`src/rtl/uart_rx.sv`:
```
// uart_rx: 8N1 UART receiver with midpoint sampling, one-cycle valid and framing-error strobes.
// Define UART_RX_PARITY_EN to receive an even-parity bit between the data and stop bits.
module uart_rx #(
    parameter int TICKS_PER_BIT      = 32,
    parameter int TICKS_PER_BIT_SIZE = 6
) (
    input  logic       i_clk,
    input  logic       i_rst_n,
    input  logic       i_din,
    output logic [7:0] o_data,
    output logic       o_valid,
    output logic       o_busy,
    output logic       o_frame_err,
    output logic       o_parity_err
);
    localparam logic [6:0] IDLE   = 7'b0000001;
    localparam logic [6:0] START  = 7'b0000010;
    localparam logic [6:0] BITS   = 7'b0000100;
`ifdef UART_RX_PARITY_EN
    localparam logic [6:0] PARITY = 7'b0001000;
`endif
    localparam logic [6:0] STOP   = 7'b0010000;
    localparam logic [6:0] DONE   = 7'b0100000;
    localparam logic [6:0] ERR    = 7'b1000000;
`ifdef UART_RX_PARITY_EN
    localparam logic [6:0] AFTER_BITS = PARITY;
`else
    localparam logic [6:0] AFTER_BITS = STOP;
`endif
    localparam logic [TICKS_PER_BIT_SIZE-1:0] TICK_HALF = TICKS_PER_BIT_SIZE'(TICKS_PER_BIT / 2 - 1);
    localparam logic [TICKS_PER_BIT_SIZE-1:0] TICK_END  = TICKS_PER_BIT_SIZE'(TICKS_PER_BIT - 1);

    logic                          rx_m, rx_s, rx_prev;
    logic [6:0]                    state, state_nx;
    logic [TICKS_PER_BIT_SIZE-1:0] tick;
    logic [2:0]                    bit_cnt;
    logic [7:0]                    shift;
    logic                          tick_end, counting;

    assign tick_end = tick == TICK_END;
    assign o_busy   = state != IDLE;
`ifdef UART_RX_PARITY_EN
    assign counting = state inside {START, BITS, PARITY, STOP};
`else
    assign counting = state inside {START, BITS, STOP};
`endif

    always_comb begin
        state_nx = state;
        case (state)
            IDLE:   if (rx_prev && !rx_s) state_nx = START;
            START:  if (tick == TICK_HALF) state_nx = rx_s ? IDLE : BITS;
            BITS:   if (tick_end && bit_cnt == 3'd7) state_nx = AFTER_BITS;
`ifdef UART_RX_PARITY_EN
            PARITY: if (tick_end) state_nx = STOP;
`endif
            STOP:   if (tick_end) state_nx = rx_s ? DONE : ERR;
            DONE:   state_nx = IDLE;
            ERR:    if (rx_s) state_nx = IDLE;
            default: state_nx = IDLE;
        endcase
    end

    // The byte is loaded on entry to DONE so o_data is already valid while o_valid is high.
    always_ff @(posedge i_clk) begin
        if (!i_rst_n) begin
            {rx_m, rx_s, rx_prev} <= 3'b111;
            state       <= IDLE;
            tick        <= '0;
            bit_cnt     <= '0;
            shift       <= '0;
            o_data      <= '0;
            o_valid     <= 1'b0;
            o_frame_err <= 1'b0;
        end else begin
            rx_m        <= i_din;
            rx_s        <= rx_m;
            rx_prev     <= rx_s;
            state       <= state_nx;
            tick        <= (!counting || state_nx != state || tick_end) ? '0 : tick + TICKS_PER_BIT_SIZE'(1);
            bit_cnt     <= (state != BITS) ? '0 : bit_cnt + 3'(tick_end);
            if (state == BITS && tick_end) shift <= {rx_s, shift[7:1]};
            if (state_nx == DONE) o_data <= shift;
            o_valid     <= state_nx == DONE;
            o_frame_err <= state == STOP && state_nx == ERR;
        end
    end

`ifdef UART_RX_PARITY_EN
    logic par_bad;

    always_ff @(posedge i_clk) begin
        if (!i_rst_n) begin
            par_bad      <= 1'b0;
            o_parity_err <= 1'b0;
        end else begin
            if (state == PARITY && tick_end) par_bad <= ^{shift, rx_s};
            o_parity_err <= state_nx == DONE && par_bad;
        end
    end
`else
    assign o_parity_err = 1'b0;
`endif
endmodule
```
`config.mk`:
```
export PLATFORM = sky130hd
export DESIGN_NAME = uart_rx
export DESIGN_NICKNAME = d
export VERILOG_FILES = /design/src/rtl/uart_rx.sv
export SDC_FILE = /design/constraint.sdc
export NUM_CORES = 1
export LEC_CHECK = 0
export ABC_AREA = 1
export CAP_MARGIN = 0
export CORE_MARGIN = 10
export CORE_UTILIZATION = 37
export DETAILED_ROUTE_END_ITERATION = 8
export SETUP_SLACK_MARGIN = 0.1
export SKIP_CTS_REPAIR_TIMING = 1
export SYNTH_ARGS = -nofsm -noshare
export SYNTH_HDL_FRONTEND = slang
export SYNTH_SLANG_ARGS = --single-unit
```
`constraint.sdc`:
```
create_clock -name i_clk -period 3.1 [get_ports i_clk]
set_clock_uncertainty 0.05 [all_clocks]
set_input_delay 0.62 -clock i_clk [delete_from_list [all_inputs] [get_ports i_clk]]
set_output_delay 0.62 -clock i_clk [all_outputs]
set_load 0.1 [all_outputs]
```
==> results.py <==
metrics = {
    "outcome": {
        "status": "finished, final reports clean",
    },
    "critical_path": {
        "cpPeakStageDelay_ps": 330,
        "path_delay_family": "simple AND/OR/NAND/NOR gates",
        "cp-end-kind": "output port",
        "crit_path_frequent_cell": "nand2_1",
        "crit_required_ps": 2430,
        "cp_num_buf_inv": 2,
        "crit_type": "reg2out",
        "cp-start-kind": "register",
        "arrival_ps": 1330,
        "path_cells": "inv_1, nand2_1, nor2_2, nand2_1, buf_4",
        "critPathMaxFanout": 4,
        "slowest_stage": "dfxtp_1",
    },
    "global_routing": {
        "grt_pass1_wl_um": 5150,
        "grt_max_degree": 20,
        "grt_pass1_vias": 1151,
        "grt_usage_pct": 8.73,
        "antenna_found_initial": 0,
        "grt_overflow": 0,
    },
    "yosys": {
        "synth-seq-cells": 37,
        "yosysWarningCount": 0,
        "synth_top_cell_by_area": "dfxtp_1",
        "syn_area_um2": 1590,
        "syn_area_per_cell_um2": 7.74,
        "synth.top_cells.by_area": "dfxtp_1 (46%), nand2_1 (9.7%), nor2_1 (7.1%)",
        "synth-edff-count": 0,
        "synth_top_flop_cell": "dfxtp_1",
        "syn_inst": 206,
        "synth-async-reset-ratio_pct": 0,
        "seq_area_frac_synth_pct": 46.5,
        "synth_top_area_share_pct": 46.5,
        "synth_cell_type_count": 30,
    },
    "floorplan": {
        "rows": 23,
        "io-pin-count": 15,
        "die_h_um": 85.6,
        "start_util_pct": 39.0,
        "die_w_um": 85.6,
        "core_um2": 4090,
        "dieArea_um2": 7330,
    },
    "route": {
        "ant_nets": 0,
        "post_drt_via_cell_ratio": 4.64,
        "via_count": 1271,
        "first_iter_violations": 81,
        "routed_wl_um": 3050,
        "drcViolationCount": 0,
        "wire_per_inst_um": 11.1,
        "drtPass1Iterations": 4,
    },
    "place": {
        "dpl_cell_area_um2": 1740,
        "gp_congestion": 0.876,
        "portBuffers": 13,
        "hpwl_um": 2290,
    },
    "clock_network": {
        "worstSkewPairLatency_ps": 290,
        "htree_levels": 2,
        "cts_buffers": 5,
        "cts_sinks": 37,
        "clockRootBuffer": "clkbuf_8",
        "clockBufferDepth": 2,
        "cts_tree": "built",
        "clkTransAtPathRegs_ps": 70,
    },
    "pwr": {
        "p_total_w": 0.000953,
        "peakVddDrop_uv": 380,
        "cellLeakagePower_nw": 0.788,
        "p_per_area_nw_per_um2": 514,
    },
    "finish": {
        "area.growth.synth_to_final_pct": 16.4,
        "final_nets": 228,
        "diodes": 0,
        "finalInstanceArea_um2": 1860,
        "drive_gt1_share_pct": 16.1,
        "fill_cells": 423,
    },
    "sta": {
        "setup_violations": 0,
        "grt_setup_unrepaired": "no",
        "hold_viol": 0,
        "fin_crit_sh_pct": 64.5,
        "maxSlewViolCount": 0,
        "setup_tns_ps": 0,
        "finalCriticalPeriod_ps": 2000,
        "max_freq_mhz": 500,
        "timing.hold.ws_ps": 365,
    },
    "hold_path": {
        "hp-class": "reg2reg",
    },
    "job": {
        "max_cap_viol_count": 0,
    },
}
-- cells in the final DEF (no fill, tap or decap) --
master and n:
nor2_8 1, xor2_1 3, conb_1 2, nor3_1 10, inv_1 21, bufinv_16 1
a21oi_1 14, clkinv_2 1, nand2_4 1, clkinvlp_4 1, nor2_1 30, or2_2 2
clkinv_1 1, nand2_1 41, nand3_4 1, inv_2 1, dfxtp_1 37, nand3b_4 1
clkbuf_8 6, ha_1 2, o21ai_1 1, o21ai_0 9, nand3_1 10, nand4_1 3
xnor2_1 2, nor2_4 2, buf_4 12, nand3_2 2, nand2_2 2, nor2_2 2
clkdlybuf4s50_1 2
-- area by class of cell --
| class | instances | area, µm² | share of cell area (%) |
|---|---|---|---|
| sequential | 37 | 741 | 39.9 |
| multi-input combinational | 141 | 731 | 39.4 |
| timing repair buffer | 14 | 110 | 5.93 |
| inverter | 24 | 91.3 | 4.92 |
| clock buffer | 6 | 82.6 | 4.45 |
| tap | 50 | 62.6 | 3.37 |
| clock inverter | 2 | 37.5 | 2.02 |
-- report_power, final --
group | leakage, nW | total (W) | switching [W] | internal (W)
clock network | 0.0574 | 0.000435 | 0.000174 | 0.000262
logic | 0.431 | 0.0000380 | 0.0000285 | 0.00000947
registers | 0.299 | 0.000480 | 0.00000186 | 0.000478
total | 0.788 | 0.000953 | 0.000204 | 0.000749
-- Yosys cell counts, drive strengths merged, types with 2 or more instances --
cell type,instances
a21oi,14
buf,3
clkbuf,2
clkinv,2
dfxtp,37
ha,2
inv,22
nand2,44
nand3,13
nand4,3
nor2,35
nor3,10
o21ai,10
or2,2
xnor2,2
xor2,3
-- path summary, 6_finish.rpt --
path / from / to / slack [ps] / cells after the start
worst max-delay path: state[2] / o_busy / 1100 / 5
worst min-delay path: rx_m / rx_s / 360 / 1
worst max register to register: tick[0] / bit_cnt[2] / 1360 / 8
worst min register to register: rx_m / rx_s / 360 / 1
-- metrics by stage --
stage	worst slack, ps	utilization [%]	std cells
final	1100	45.4	274
after global routing	1010	45.4	274
after CTS	1090	45.4	274
after detailed placement	874	42.5	266
after global placement	913	42.5	266
after floorplan	1220	-	207
-- layer usage --
layer  global-route usage (%)  vias up  part of all wire [%]
li1                         -      686                     -
met1                     11.3      559                    53
met2                     11.8       22                    40
met3                     3.78        4                   4.6
met4                     4.79        0                   1.9
met5                        0        -                     0
-- kinds of logic after synthesis --
group / count (synthesis) / synth area share (%)
AO/OA/AOI/OAI: 24 / 7.53
XOR/XNOR: 5 / 2.75
AND/OR/NAND/NOR: 108 / 33.5
buffers and inverters: 29 / 7.93
other: 1 / 0.235
adder cells (fa/ha/maj): 2 / 1.57
flip-flops: 37 / 46.5
-- state kept, by name, summed over array words and instances, names as in the netlist --
name         cells
rx_prev          1
bit_cnt          3
rx_s             1
rx_m             1
shift            8
o_data           8
o_valid          1
tick             6
state            7
o_frame_err      1
No activity file was read; power rests on OpenSTA's default activity.
